==> src/rtl/counter_mon_pkg.sv <==
// rtl/counter_mon_pkg.sv - shared types and default sizing for the counter monitor
package counter_mon_pkg;

  localparam int DEF_WIDTH     = 4;
  localparam int DEF_STAT_W    = 8;
  localparam int DEF_ERR_LIMIT = 3;

  typedef enum logic [1:0] {
    ST_IDLE  = 2'd0,
    ST_SYNC  = 2'd1,
    ST_TRACK = 2'd2,
    ST_ERROR = 2'd3
  } state_e;

  typedef enum logic [1:0] {
    TR_LEGAL   = 2'd0,
    TR_WRAP    = 2'd1,
    TR_RESTART = 2'd2,
    TR_ERROR   = 2'd3
  } trans_e;

endpackage

==> src/rtl/counter_monitor_if.sv <==
// rtl/counter_monitor_if.sv - monitored-count inputs, controls and status outputs of the monitor
interface counter_monitor_if import counter_mon_pkg::*; #(
  parameter int WIDTH  = DEF_WIDTH,
  parameter int STAT_W = DEF_STAT_W
);
  logic [WIDTH-1:0]  count;
  logic              arm;
  logic              clr;
  logic              locked;
  logic              wrap_pulse;
  logic              restart_pulse;
  logic              err_pulse;
  logic              err_flag;
  logic [STAT_W-1:0] wrap_cnt;
  logic [STAT_W-1:0] restart_cnt;
  logic [STAT_W-1:0] err_cnt;
  logic [WIDTH-1:0]  last_bad;
  logic [WIDTH-1:0]  last_exp;

  modport master (
    output count, arm, clr,
    input  locked, wrap_pulse, restart_pulse, err_pulse, err_flag,
    input  wrap_cnt, restart_cnt, err_cnt, last_bad, last_exp
  );

  modport slave (
    input  count, arm, clr,
    output locked, wrap_pulse, restart_pulse, err_pulse, err_flag,
    output wrap_cnt, restart_cnt, err_cnt, last_bad, last_exp
  );
endinterface

==> src/rtl/sat_counter.sv <==
// rtl/sat_counter.sv - event counter that sticks at all-ones instead of wrapping
module sat_counter #(
  parameter int W = 8
) (
  input  logic         clk,
  input  logic         rst,
  input  logic         inc,
  input  logic         clr,
  output logic [W-1:0] value
);
  logic [W-1:0] value_q, value_d;

  always_comb begin
    value_d = value_q;
    if (clr) begin
      value_d = '0;
    end else if (inc && (value_q != {W{1'b1}})) begin
      value_d = value_q + W'(1);
    end
  end

  always_ff @(posedge clk or negedge rst) begin
    if (!rst) begin
      value_q <= '0;
    end else begin
      value_q <= value_d;
    end
  end

  assign value = value_q;
endmodule

==> src/rtl/counter_monitor.sv <==
// rtl/counter_monitor.sv - checks that an upstream free-running counter steps by one,
// classifying each sample as legal, wrap, restart or error and keeping statistics.
module counter_monitor import counter_mon_pkg::*; #(
  parameter int WIDTH     = DEF_WIDTH,
  parameter int STAT_W    = DEF_STAT_W,
  parameter int ERR_LIMIT = DEF_ERR_LIMIT
) (
  input logic               clk,
  input logic               rst,
  counter_monitor_if.slave  bus
);
  localparam logic [WIDTH-1:0]  CNT_MAX  = '1;
  localparam logic [STAT_W-1:0] STAT_MAX = '1;
  localparam logic [STAT_W:0]   ERR_LIM  = (STAT_W+1)'(ERR_LIMIT);

  function automatic trans_e classify(input logic [WIDTH-1:0] prev, input logic [WIDTH-1:0] cur);
    logic [WIDTH-1:0] nxt;
    nxt = prev + WIDTH'(1);
    if (cur == nxt)       return (prev == CNT_MAX) ? TR_WRAP : TR_LEGAL;
    else if (cur == '0)   return TR_RESTART;
    else                  return TR_ERROR;
  endfunction

  state_e            state_q, state_d;
  logic [WIDTH-1:0]  prev_q, prev_d;
  logic [WIDTH-1:0]  last_bad_q, last_bad_d;
  logic [WIDTH-1:0]  last_exp_q, last_exp_d;
  logic              locked_q, err_flag_q;
  logic              wrap_pulse_q, restart_pulse_q, err_pulse_q;
  logic              wrap_ev, restart_ev, err_ev;
  logic [STAT_W-1:0] wrap_cnt, restart_cnt, err_cnt;
  logic [STAT_W:0]   err_inc;
  trans_e            trans;

  // ERROR entry is judged on the count including the error being recorded now
  assign err_inc = (err_cnt == STAT_MAX) ? {1'b0, err_cnt} : {1'b0, err_cnt} + (STAT_W+1)'(1);
  assign trans   = classify(prev_q, bus.count);

  always_comb begin
    state_d    = state_q;
    prev_d     = prev_q;
    last_bad_d = last_bad_q;
    last_exp_d = last_exp_q;
    wrap_ev    = 1'b0;
    restart_ev = 1'b0;
    err_ev     = 1'b0;
    if (bus.clr) begin
      state_d    = ST_IDLE;
      prev_d     = '0;
      last_bad_d = '0;
      last_exp_d = '0;
    end else if (!bus.arm) begin
      state_d = ST_IDLE;
    end else begin
      case (state_q)
        ST_IDLE:  state_d = ST_SYNC;
        ST_SYNC: begin
          prev_d  = bus.count;
          state_d = ST_TRACK;
        end
        ST_TRACK: begin
          case (trans)
            TR_LEGAL: prev_d = bus.count;
            TR_WRAP: begin
              prev_d  = bus.count;
              wrap_ev = 1'b1;
            end
            TR_RESTART: begin
              prev_d     = '0;
              restart_ev = 1'b1;
            end
            default: begin
              err_ev     = 1'b1;
              last_bad_d = bus.count;
              last_exp_d = prev_q + WIDTH'(1);
              state_d    = (err_inc >= ERR_LIM) ? ST_ERROR : ST_SYNC;
            end
          endcase
        end
        ST_ERROR: state_d = ST_ERROR;
        default:  state_d = ST_IDLE;
      endcase
    end
  end

  always_ff @(posedge clk or negedge rst) begin
    if (!rst) begin
      state_q         <= ST_IDLE;
      prev_q          <= '0;
      last_bad_q      <= '0;
      last_exp_q      <= '0;
      locked_q        <= 1'b0;
      err_flag_q      <= 1'b0;
      wrap_pulse_q    <= 1'b0;
      restart_pulse_q <= 1'b0;
      err_pulse_q     <= 1'b0;
    end else begin
      state_q         <= state_d;
      prev_q          <= prev_d;
      last_bad_q      <= last_bad_d;
      last_exp_q      <= last_exp_d;
      locked_q        <= (state_d == ST_TRACK);
      err_flag_q      <= (state_d == ST_ERROR);
      wrap_pulse_q    <= wrap_ev;
      restart_pulse_q <= restart_ev;
      err_pulse_q     <= err_ev;
    end
  end

  sat_counter #(.W(STAT_W)) u_wrap_cnt (
    .clk(clk), .rst(rst), .inc(wrap_ev), .clr(bus.clr), .value(wrap_cnt)
  );
  sat_counter #(.W(STAT_W)) u_restart_cnt (
    .clk(clk), .rst(rst), .inc(restart_ev), .clr(bus.clr), .value(restart_cnt)
  );
  sat_counter #(.W(STAT_W)) u_err_cnt (
    .clk(clk), .rst(rst), .inc(err_ev), .clr(bus.clr), .value(err_cnt)
  );

  assign bus.locked        = locked_q;
  assign bus.wrap_pulse    = wrap_pulse_q;
  assign bus.restart_pulse = restart_pulse_q;
  assign bus.err_pulse     = err_pulse_q;
  assign bus.err_flag      = err_flag_q;
  assign bus.wrap_cnt      = wrap_cnt;
  assign bus.restart_cnt   = restart_cnt;
  assign bus.err_cnt       = err_cnt;
  assign bus.last_bad      = last_bad_q;
  assign bus.last_exp      = last_exp_q;
endmodule

==> src/flat_wrapper.sv <==
// flat-port wrapper written by rule: the top's interface ports become plain ports
module counter_monitor_flat import counter_mon_pkg::*;
#(
  parameter int WIDTH     = DEF_WIDTH,
  parameter int STAT_W    = DEF_STAT_W,
  parameter int ERR_LIMIT = DEF_ERR_LIMIT
)
  (clk, rst, bus_count, bus_arm, bus_clr, bus_locked, bus_wrap_pulse, bus_restart_pulse, bus_err_pulse, bus_err_flag, bus_wrap_cnt, bus_restart_cnt, bus_err_cnt, bus_last_bad, bus_last_exp);
  counter_monitor_if #(.WIDTH(WIDTH), .STAT_W(STAT_W)) bus_i ();
  input logic clk;
  input logic rst;
  input wire logic [$bits(bus_i.count)-1:0] bus_count;
  input wire logic [$bits(bus_i.arm)-1:0] bus_arm;
  input wire logic [$bits(bus_i.clr)-1:0] bus_clr;
  output wire logic [$bits(bus_i.locked)-1:0] bus_locked;
  output wire logic [$bits(bus_i.wrap_pulse)-1:0] bus_wrap_pulse;
  output wire logic [$bits(bus_i.restart_pulse)-1:0] bus_restart_pulse;
  output wire logic [$bits(bus_i.err_pulse)-1:0] bus_err_pulse;
  output wire logic [$bits(bus_i.err_flag)-1:0] bus_err_flag;
  output wire logic [$bits(bus_i.wrap_cnt)-1:0] bus_wrap_cnt;
  output wire logic [$bits(bus_i.restart_cnt)-1:0] bus_restart_cnt;
  output wire logic [$bits(bus_i.err_cnt)-1:0] bus_err_cnt;
  output wire logic [$bits(bus_i.last_bad)-1:0] bus_last_bad;
  output wire logic [$bits(bus_i.last_exp)-1:0] bus_last_exp;
  assign bus_i.count = bus_count;
  assign bus_i.arm = bus_arm;
  assign bus_i.clr = bus_clr;
  assign bus_locked = bus_i.locked;
  assign bus_wrap_pulse = bus_i.wrap_pulse;
  assign bus_restart_pulse = bus_i.restart_pulse;
  assign bus_err_pulse = bus_i.err_pulse;
  assign bus_err_flag = bus_i.err_flag;
  assign bus_wrap_cnt = bus_i.wrap_cnt;
  assign bus_restart_cnt = bus_i.restart_cnt;
  assign bus_err_cnt = bus_i.err_cnt;
  assign bus_last_bad = bus_i.last_bad;
  assign bus_last_exp = bus_i.last_exp;
  counter_monitor #(.WIDTH(WIDTH), .STAT_W(STAT_W), .ERR_LIMIT(ERR_LIMIT)) u_core (.clk(clk), .rst(rst), .bus(bus_i));
endmodule
==> config.mk <==
export PLATFORM = sky130hd
export DESIGN_NAME = counter_monitor_flat
export DESIGN_NICKNAME = d
export VERILOG_FILES = /design/src/rtl/counter_mon_pkg.sv /design/src/rtl/counter_monitor_if.sv /design/src/rtl/sat_counter.sv /design/src/rtl/counter_monitor.sv /design/src/flat_wrapper.sv
export SDC_FILE = /design/constraint.sdc
export NUM_CORES = 1
export LEC_CHECK = 0
export ABC_AREA = 1
export CORE_ASPECT_RATIO = 1.1
export CORE_MARGIN = 2
export CORE_UTILIZATION = 40
export DETAILED_ROUTE_END_ITERATION = 10
export DONT_BUFFER_PORTS = 1
export GPL_TIMING_DRIVEN = 0
export SYNTH_ARGS = -nofsm -noshare
export SYNTH_HDL_FRONTEND = slang
export SYNTH_SLANG_ARGS = --single-unit
==> constraint.sdc <==
create_clock -name clk -period 3.5 [get_ports clk]
set_clock_uncertainty 0.05 [all_clocks]
set_input_delay 0 -clock clk [delete_from_list [all_inputs] [get_ports clk]]
set_output_delay 0 -clock clk [all_outputs]
set_load 0.05 [all_outputs]
# Yosys cells after proc, flatten, opt, wreduce, memory -nomap -nowiden
# Index checks and enable logic that the tools add are counted.
# word_totals
ff_bits	43
in_bits	8
output_inout_bits	37
wordCells	88
# classes
add_sub_neg	5
n_lt_le_gt_ge	1
eq_ne	15
n_mux	39
reduce_logical	16
# op_table
cell	count
8-bit 2-to-1 mux	6
4-bit 2-to-1 mux	10
8-bit by 1-bit adder with 8-bit output, second input constant	3
8-bit inequality test, second input constant	3
4-bit case mux with 2 select lines	2
1-bit 2-to-1 mux	14
2-bit == test, second input constant	5
2-bit 2-to-1 mux	5
2-bit nonzero test	5
8-bit by 1-bit adder with 9-bit output, second input constant	1
9-bit by 2-bit greater-or-equal comparator with 1-bit output, second input constant	1
9-bit 2-to-1 mux	1
8-bit == test, second input constant	1
2-bit case mux with 4 select lines	1
3-bit AND reduction	2
4-bit by 1-bit adder with 4-bit output, second input constant	1
2-bit by 1-bit == test with 1-bit output, second input constant	2
4-bit == test	1
4-bit == test, second input constant	1
2-bit logical NOT	2
4-bit logical NOT	1
4-bit by 3-bit inequality test with 1-bit output, second input constant	1
1-bit logical AND	3
3-bit nonzero test	1
3 further kinds	3

# Longest topological paths before layout
# Gate-level depths: netlist (run 1).
# logic_depth
word_depth	12
ltp_mapped	13
mapped_depth_nobuf	13

# Modules after synthesis
# Synthesis (run 1) repeated with hierarchy kept, for this count alone.
# hier_totals
cells_unflattened	358
hier_area_um2	2660.1
# modules_own_cells
mod	n_inst	cells_per_inst	area_each_um2	seq_area_each_um2
sat_counter	3	74	511.7	200.2
counter_monitor	1	136	1124.8	475.5

# Worst setup path after synthesis (run 1)
# OpenSTA, ideal clock, no wires.
# synth_timing
kind	reg-to-reg
startpoint	register u_core.u_restart_cnt.value_q[0] (netlist: u_core.u_restart_cnt.value[0])
endpoint	register u_core.u_restart_cnt.value_q[7] (netlist: u_core.u_restart_cnt.value[7])
setup_time_ps	66
t_arrival_ps	1879
t_required_ps	3384
setup_slack_ps	1504
stages_incl_launch_ff	14
path_buffers	0
synth_period_minus_slack_ps	1996
path_cell_list	dfrtp_1 -> ha_1 -> nand2_1 -> inv_1 -> nand2_1 -> nor2_1 -> inv_1 -> nor2_1 -> nand2_1 -> nand3_2 -> nand2_2 -> inv_2 -> nand2_1 -> nand2_1
# synth_between
elab_chain_cells	3
word_cells_on_any_way	6
cone_classes	add/sub (1); eq/ne (1); mux (2); reduce/logical (2)
# synth_rtl
element	line	source
start, declared	sat_counter.sv:11	logic [W-1:0] value_q, value_d;
start signal, assigned	sat_counter.sv:26	value_q <= value_d;
8-bit by 1-bit adder with 8-bit output or 8-bit inequality test (tied branches)	sat_counter.sv:18, sat_counter.sv:17	
8-bit 2-to-1 mux or 1-bit logical AND (tied branches)	sat_counter.sv:17	end else if (inc && (value_q != {W{1'b1}})) begin
8-bit 2-to-1 mux or 2-bit nonzero test (tied branches)	-	
# Several ways; a longest one is shown, not always the timed one. The select of a mux whose other input is x is not followed.
# A chain may end at the register's enable or synchronous reset.

# Worst setup path after layout (run 1)
# layout_timing
startpoint	register u_core.prev_q[0]
endpoint	register u_core.prev_q[0]
# layout_between
elab_chain_cells	9
word_cells_on_any_way	15
cone_classes	add/sub (1); eq/ne (5); mux (6); reduce/logical (3)
# layout_rtl
element	line	source
start, declared	counter_monitor.sv:25	logic [WIDTH-1:0] prev_q, prev_d;
start signal, assigned	counter_monitor.sv:99	prev_q <= prev_d;
4-bit by 1-bit adder with 4-bit output or 4-bit == test (tied branches)	counter_monitor.sv:18, counter_monitor.sv:19	
4-bit == test or 1-bit 2-to-1 mux (tied branches)	counter_monitor.sv:19	if (cur == nxt) return (prev == CNT_MAX) ? TR_WRAP : TR_LEGAL;
2-bit 2-to-1 mux (*)	counter_monitor.sv:19	
2-bit by 1-bit == test with 1-bit output or 2-bit logical NOT (tied branches)	counter_monitor.sv:62	case (trans)
2-bit OR reduction (no line)	-	
4-bit case mux with 2 select lines	counter_monitor.sv:62	
4-bit case mux with 2 select lines	counter_monitor.sv:55	case (state_q)
4-bit 2-to-1 mux	counter_monitor.sv:52	end else if (!bus.arm) begin
4-bit 2-to-1 mux	counter_monitor.sv:47	if (bus.clr) begin
# Mark *: on every way between the ends. The rest lies on a longest branch, timed or not. The select of a mux whose other input is x is not followed.

==> results.tsv, run 1 <==
metric	value	unit
num rows	29	
Max clock buf depth	2	
core area	5810	µm²
worst r2r src	u_core.prev_q[0]	
Root Driver	clkbuf_8	
area leader, netlist	dfrtp_1	
Psw	0.235	mW
top cells by area, synth	dfrtp_1, nand2_1, nand3_1	
combinational share of power	8.0	%
maximum clock frequency	0.338	GHz
crit-path max FO	7	
TritonCTS clock tree	done	
number of global-route vias before repair	1972	
initial antenna violation count	0	
Hold WC Path Type	in2reg	
final setup vio count	0	
Final Hold Fails	0	
Max-slew headroom	52.6	%
Post-Syn Area per Cell	7.50	µm²
#FFs+latches synth	43	
R2R Setup Slk	0.54	ns
Starting Density	41.6	%
Post-DRT Antenna Nets	0	
leakage power	1.45	nW
Worst Path Arrival	3.15	ns
Vias/cell	4.91	
cts repair resizes	0	
R2R depth	12	
fraction of the yosys area taken by sequential cells	44.6	%
Num CTS Buffers	5	
Die Area	6670	µm²
Post-Syn Area	2410	µm²
placer congestion estimate	0.819	
synth warn	0	
routed vias	2057	
Clock power frac	34.9	%
NumNets Final	353	
first-pass detailed-route iteration total	5	
Skew-Pair Late Insertion Delay	0.30	ns
status	finished clean	
Reg2Reg Capture Point	u_core.prev_q[0]	
register share of total power	57.1	%
drt wl/cell	13.3	µm
syn_nets	334	
layout cells sized above 1	7.31	%
Int Pwr	0.665	mW
Slew Viols, Final	0	
CP Capture Type	register	
VDD IR-drop max	0.180	mV
CP startpoint	u_core.prev_q[0]	
Yosys cell types	27	
Die H	85.5	µm
first-pass GRT wire length	9610	µm
die width	78.1	µm
final setup TNS	0	ns
DRC errors left	0	
area grow syn2layout	13.1	%
Tmin final	2.96	ns
largest net degree at the start of global routing	44	
RSZ-0062 raised after global routing	no	
Crit Path Class	reg2reg	
cts hold-fix bufs	12	
Routed WL	5550	µm
top cell type's share of synthesized area	44.6	%
clock-pin slew on the worst setup and hold paths	0.08	ns
switching share of power	26.1	%
total power	0.900	mW
Data required, critical path	3.68	ns
critical path startpoint category	register	
CTS sink cnt	43	
GRT Resource Usage Total	18.0	%
power density over cell area	330	nW/µm²
H-tree levels	2	
First DRT Iteration DRCs	98	
Slew @ Worst Pin	0.711	ns
I/O pin count	45	
crit path to	u_core.prev_q[0]	
Ant. Diodes	0	
IO Port Bufs	0	
Final Cycle Share	84.6	%
grt ovf	0	
post-CTS setup buffers	0	
Cells on Worst Hold Path	5	
Max Cap Viol	0	
Cells after Synth	322	
post-DP HPWL	3840	µm
[flip-flops by register name, summed over array words and instances (netlist names)]
name / count
u_core.u_err_cnt.value: 8
u_core.u_restart_cnt.value: 8
u_core.u_wrap_cnt.value: 8
u_core.bus.last_bad: 4
u_core.bus.last_exp: 4
u_core.prev_q: 4
u_core.state_q: 2
u_core.bus.err_flag: 1
u_core.bus.err_pulse: 1
u_core.bus.locked: 1
u_core.bus.restart_pulse: 1
u_core.bus.wrap_pulse: 1
[how the worst min path moves through the flow]
stage,from,endpoint,slack [ns]
after floorplan,rst,u_core.bus.err_flag,-0.35
after global placement,rst,u_core.u_err_cnt.value[7],-0.34
after detailed placement,rst,u_core.u_err_cnt.value[7],-0.34
after CTS,bus_count[3],u_core.bus.restart_pulse,0.005
after global routing,bus_count[2],u_core.bus.wrap_pulse,0.05
final,bus_count[3],u_core.bus.restart_pulse,0.02
[kinds of logic after synthesis]
logic type	count (synthesis)	share of synthesized area (%)
AND/OR/NAND/NOR	220	41.8
flip-flops	43	44.6
buffers and inverters	39	6.43
XOR/XNOR	10	3.63
AO/OA/AOI/OAI	5	1.04
adder cells (fa/ha/maj)	4	2.07
multiplexers	1	0.415
[power by group through the flow]
| stage | clock (mW) | combinational (mW) | sequential (mW) |
|---|---|---|---|
| after global placement | 0 | 0.0485 | 0.524 |
| final | 0.314 | 0.0718 | 0.514 |
| after floorplan | 0 | 0.0386 | 0.522 |
| after CTS | 0.328 | 0.0741 | 0.514 |
| after detailed placement | 0 | 0.0488 | 0.524 |
| after global routing | 0.342 | 0.0827 | 0.515 |
[layout by cell type, fill, tap and decap left out, types with 2 or more instances in the layout]
| cell type | n |
|---|---|
| nand2_4 | 5 |
| inv_1 | 32 |
| nor3_1 | 7 |
| nand3_1 | 47 |
| nor2_1 | 26 |
| clkbuf_1 | 3 |
| xnor2_1 | 5 |
| a21oi_1 | 2 |
| o21ai_0 | 2 |
| nand2_1 | 116 |
| dfrtp_1 | 43 |
| clkbuf_8 | 5 |
| nor2_2 | 2 |
| nand4_1 | 8 |
| buf_1 | 2 |
| ha_1 | 4 |
| nor2_4 | 4 |
| xor2_1 | 5 |
| dlygate4sd3_1 | 11 |
| inv_2 | 2 |
[layer usage]
metal	wire (µm)	global-route usage [%]	share of wire, %
met5	0	0	0
met4	63	4.78	1.1
met3	304	4.57	5.5
met2	2690	30.1	48
met1	2500	23.4	45
[stage by stage]
| stage | area [µm²] | hold WS, ns | cells | util [%] | worst slack, ns |
|---|---|---|---|---|---|
| 2_1_floorplan | 2410 | -0.346 | 322 | - | 1.50 |
| 3_5_place_dp | 2510 | -0.344 | 399 | 43.2 | 1.25 |
| 6_report | 2730 | 0.0170 | 419 | 47.0 | 0.537 |
| 5_1_grt | 2730 | 0.0526 | 419 | 47.0 | 0.342 |
| 3_3_place_gp | 2510 | -0.344 | 399 | 43.2 | 1.25 |
| 4_1_cts | 2730 | 0.00494 | 419 | 47.0 | 0.537 |
[synth_stat cells, drive strengths merged]
library cell / count
nand3: 48
xor2: 5
ha: 4
inv: 34
o21ai: 3
nor4: 1
mux2i: 1
nand4: 9
nor2: 32
buf: 4
clkbuf: 1
a21oi: 2
nand2: 122
dfrtp: 43
nor3: 7
xnor2: 5
nand3b: 1
[cell type report]
cell class                 instances  area [µm²]
clock buffer                       7        76.3
buffer                             5        27.5
tap                               77        96.3
inverter                          34         128
multi-input combinational        240        1180
fill                             590        3080
clock inverter                     1        5.00
timing repair buffer              12         138
sequential                        43        1080
[worst max-delay path, stage by stage, from the launching register on]
cell           delay, ns
dfrtp_1             0.47
ha_1                0.35
xnor2_1             0.15
nand2_1             0.08
nor2_2              0.14
nand2_4             0.12
nand2_4             0.11
nand2_1             0.09
nor2_4              0.13
nand2_1             0.06
dlygate4sd3_1       0.56
nand2_1             0.06
dlygate4sd3_1       0.53
Power figures use the tool's default switching activity.
==> inputs of run 2 (changes only) <==
==> constraint.sdc (replaced) <==
create_clock -name clk -period 3.05 [get_ports clk]
set_clock_uncertainty 0.05 [all_clocks]
set_input_delay 0 -clock clk [delete_from_list [all_inputs] [get_ports clk]]
set_output_delay 0 -clock clk [all_outputs]
set_load 0.05 [all_outputs]
==> results.tsv, run 2 (same netlist as run 1, synthesis figures left out) <==
metric	value	unit
fin area	2780	µm²
Ant. Diodes	0	
routed wl met3	338	µm
grt ovf	0	
first-pass detailed-route iteration total	4	
routed vias	2076	
Vias/cell	4.88	
Starting Density	41.6	%
Worst Path Arrival	3.06	ns
CP Capture Type	register	
DRC errors left	0	
die width	78.1	µm
num rows	29	
most frequent cells in the layout	nand2_1, nand3_1, dfrtp_1	
Routed WL	5580	µm
layout cells sized above 1	9.48	%
top sig layer	met4	
placer congestion estimate	0.819	
first-pass GRT wire length	9610	µm
Post-DRT Antenna Nets	0	
cell area after placement	2510	µm²
drt wl/cell	13.1	µm
worst hold start	bus_count[3]	
final setup TNS	0	ns
Crit Path Class	reg2reg	
crit-path max FO	7	
clock-pin slew on the worst setup and hold paths	0.08	ns
Fillers	588	
leakage power	1.48	nW
I/O pin count	45	
critical path startpoint category	register	
TritonCTS clock tree	done	
Data required, critical path	3.23	ns
CTS sink cnt	43	
First DRT Iteration DRCs	96	
initial antenna violation count	0	
final setup vio count	0	
Root Driver	clkbuf_8	
GRT Resource Usage Total	18.0	%
maximum clock frequency	0.347	GHz
NumNets Final	359	
Skew-Pair Late Insertion Delay	0.30	ns
number of global-route vias before repair	1972	
Die Area	6670	µm²
Final Cycle Share	94.4	%
largest net degree at the start of global routing	44	
H-tree levels	2	
Num CTS Buffers	5	
Slew Viols, Final	0	
Max-slew headroom	53.0	%
IO Port Bufs	0	
Multi-input gate area	1180	µm²
Max Cap Viol	0	
commonest non-fill, non-tap cell in the layout	nand2_1	
worst r2r src	u_core.prev_q[0]	
core area	5810	µm²
Slew @ Worst Pin	0.706	ns
Max clock buf depth	2	
Die H	85.5	µm
VDD IR-drop max	0.205	mV
Final Hold Fails	0	
post-DP HPWL	3840	µm
Tmin final	2.88	ns
area grow syn2layout	15.0	%
R2R Setup Slk	0.17	ns
routed length on met1	2470	µm
status	finished clean	
DR WL met2	2710	µm
power density over cell area	374	nW/µm²
Hold WC Path Type	in2reg	
CP startpoint	u_core.prev_q[0]	
FF+latch area	1080	µm²
[run 2: metal layers]
metal,track usage [%],vias up
met4,4.78,0
li1,-,1081
met2,30.1,46
met3,4.57,5
met1,23.4,944
met5,0,-
[run 2: timing repair]
item / in CTS / in global routing
hold buffers: 12 / 0
endpoints found under the setup margin: 0 / 1
buffers inserted: 0 / 6
hold endpoints to repair: 72 / 0
gates resized for setup: 0 / 2
[run 2: critical path, stage by stage (launching register included)]
cell and delay [ns]:
dfrtp_2 0.43, ha_1 0.32, xnor2_1 0.14, nand2_1 0.08, nor2_2 0.14, nand2_4 0.12, nand2_4 0.11, nand2_1 0.09
nor2_4 0.13, nand2_1 0.05, dlygate4sd3_1 0.55, nand2_1 0.06, dlygate4sd3_1 0.53
[run 2: final cells by class]
| type | instances | area share [%] |
|---|---|---|
| inverters | 34 | 4.60 |
| flip-flops and latches | 43 | 38.8 |
| repair buffers | 18 | 6.58 |
| clock buffers | 7 | 2.75 |
| well taps | 77 | 3.47 |
| clock inverters | 1 | 0.180 |
| multi-input cells | 240 | 42.6 |
| plain buffers | 5 | 0.991 |
[run 2: through the flow]
step / setup slack [ns] / std cells / hold slack [ns] / utilization (%) / power, mW
floorplan: 1.05 / 322 / -0.346 / - / 0.644
global placement: 0.798 / 399 / -0.344 / 43.2 / 0.657
detailed placement: 0.799 / 399 / -0.344 / 43.2 / 0.657
CTS: 0.0865 / 419 / 0.00494 / 47.0 / 1.05
global route: -0.000834 / 425 / 0.0526 / 47.8 / 1.08
finish: 0.171 / 425 / 0.00304 / 47.8 / 1.04
[run 2: where the power goes]
| part | total [mW] | internal, mW | switching (mW) | leakage [nW] |
|---|---|---|---|---|
| clock network | 0.361 | 0.161 | 0.200 | 0.0422 |
| logic | 0.0877 | 0.0307 | 0.0570 | 0.840 |
| registers | 0.589 | 0.575 | 0.0137 | 0.595 |
| total | 1.04 | 0.767 | 0.270 | 1.48 |
[run 2: worst paths after layout]
path,endpoint,cells after the start
max in group asynchronous,u_core.prev_q[0],2
min reg2reg,u_core.prev_q[1],2
min in group asynchronous,u_core.u_err_cnt.value[7],2
max reg2reg,u_core.prev_q[0],12
max,u_core.prev_q[0],12
min,u_core.bus.restart_pulse,5
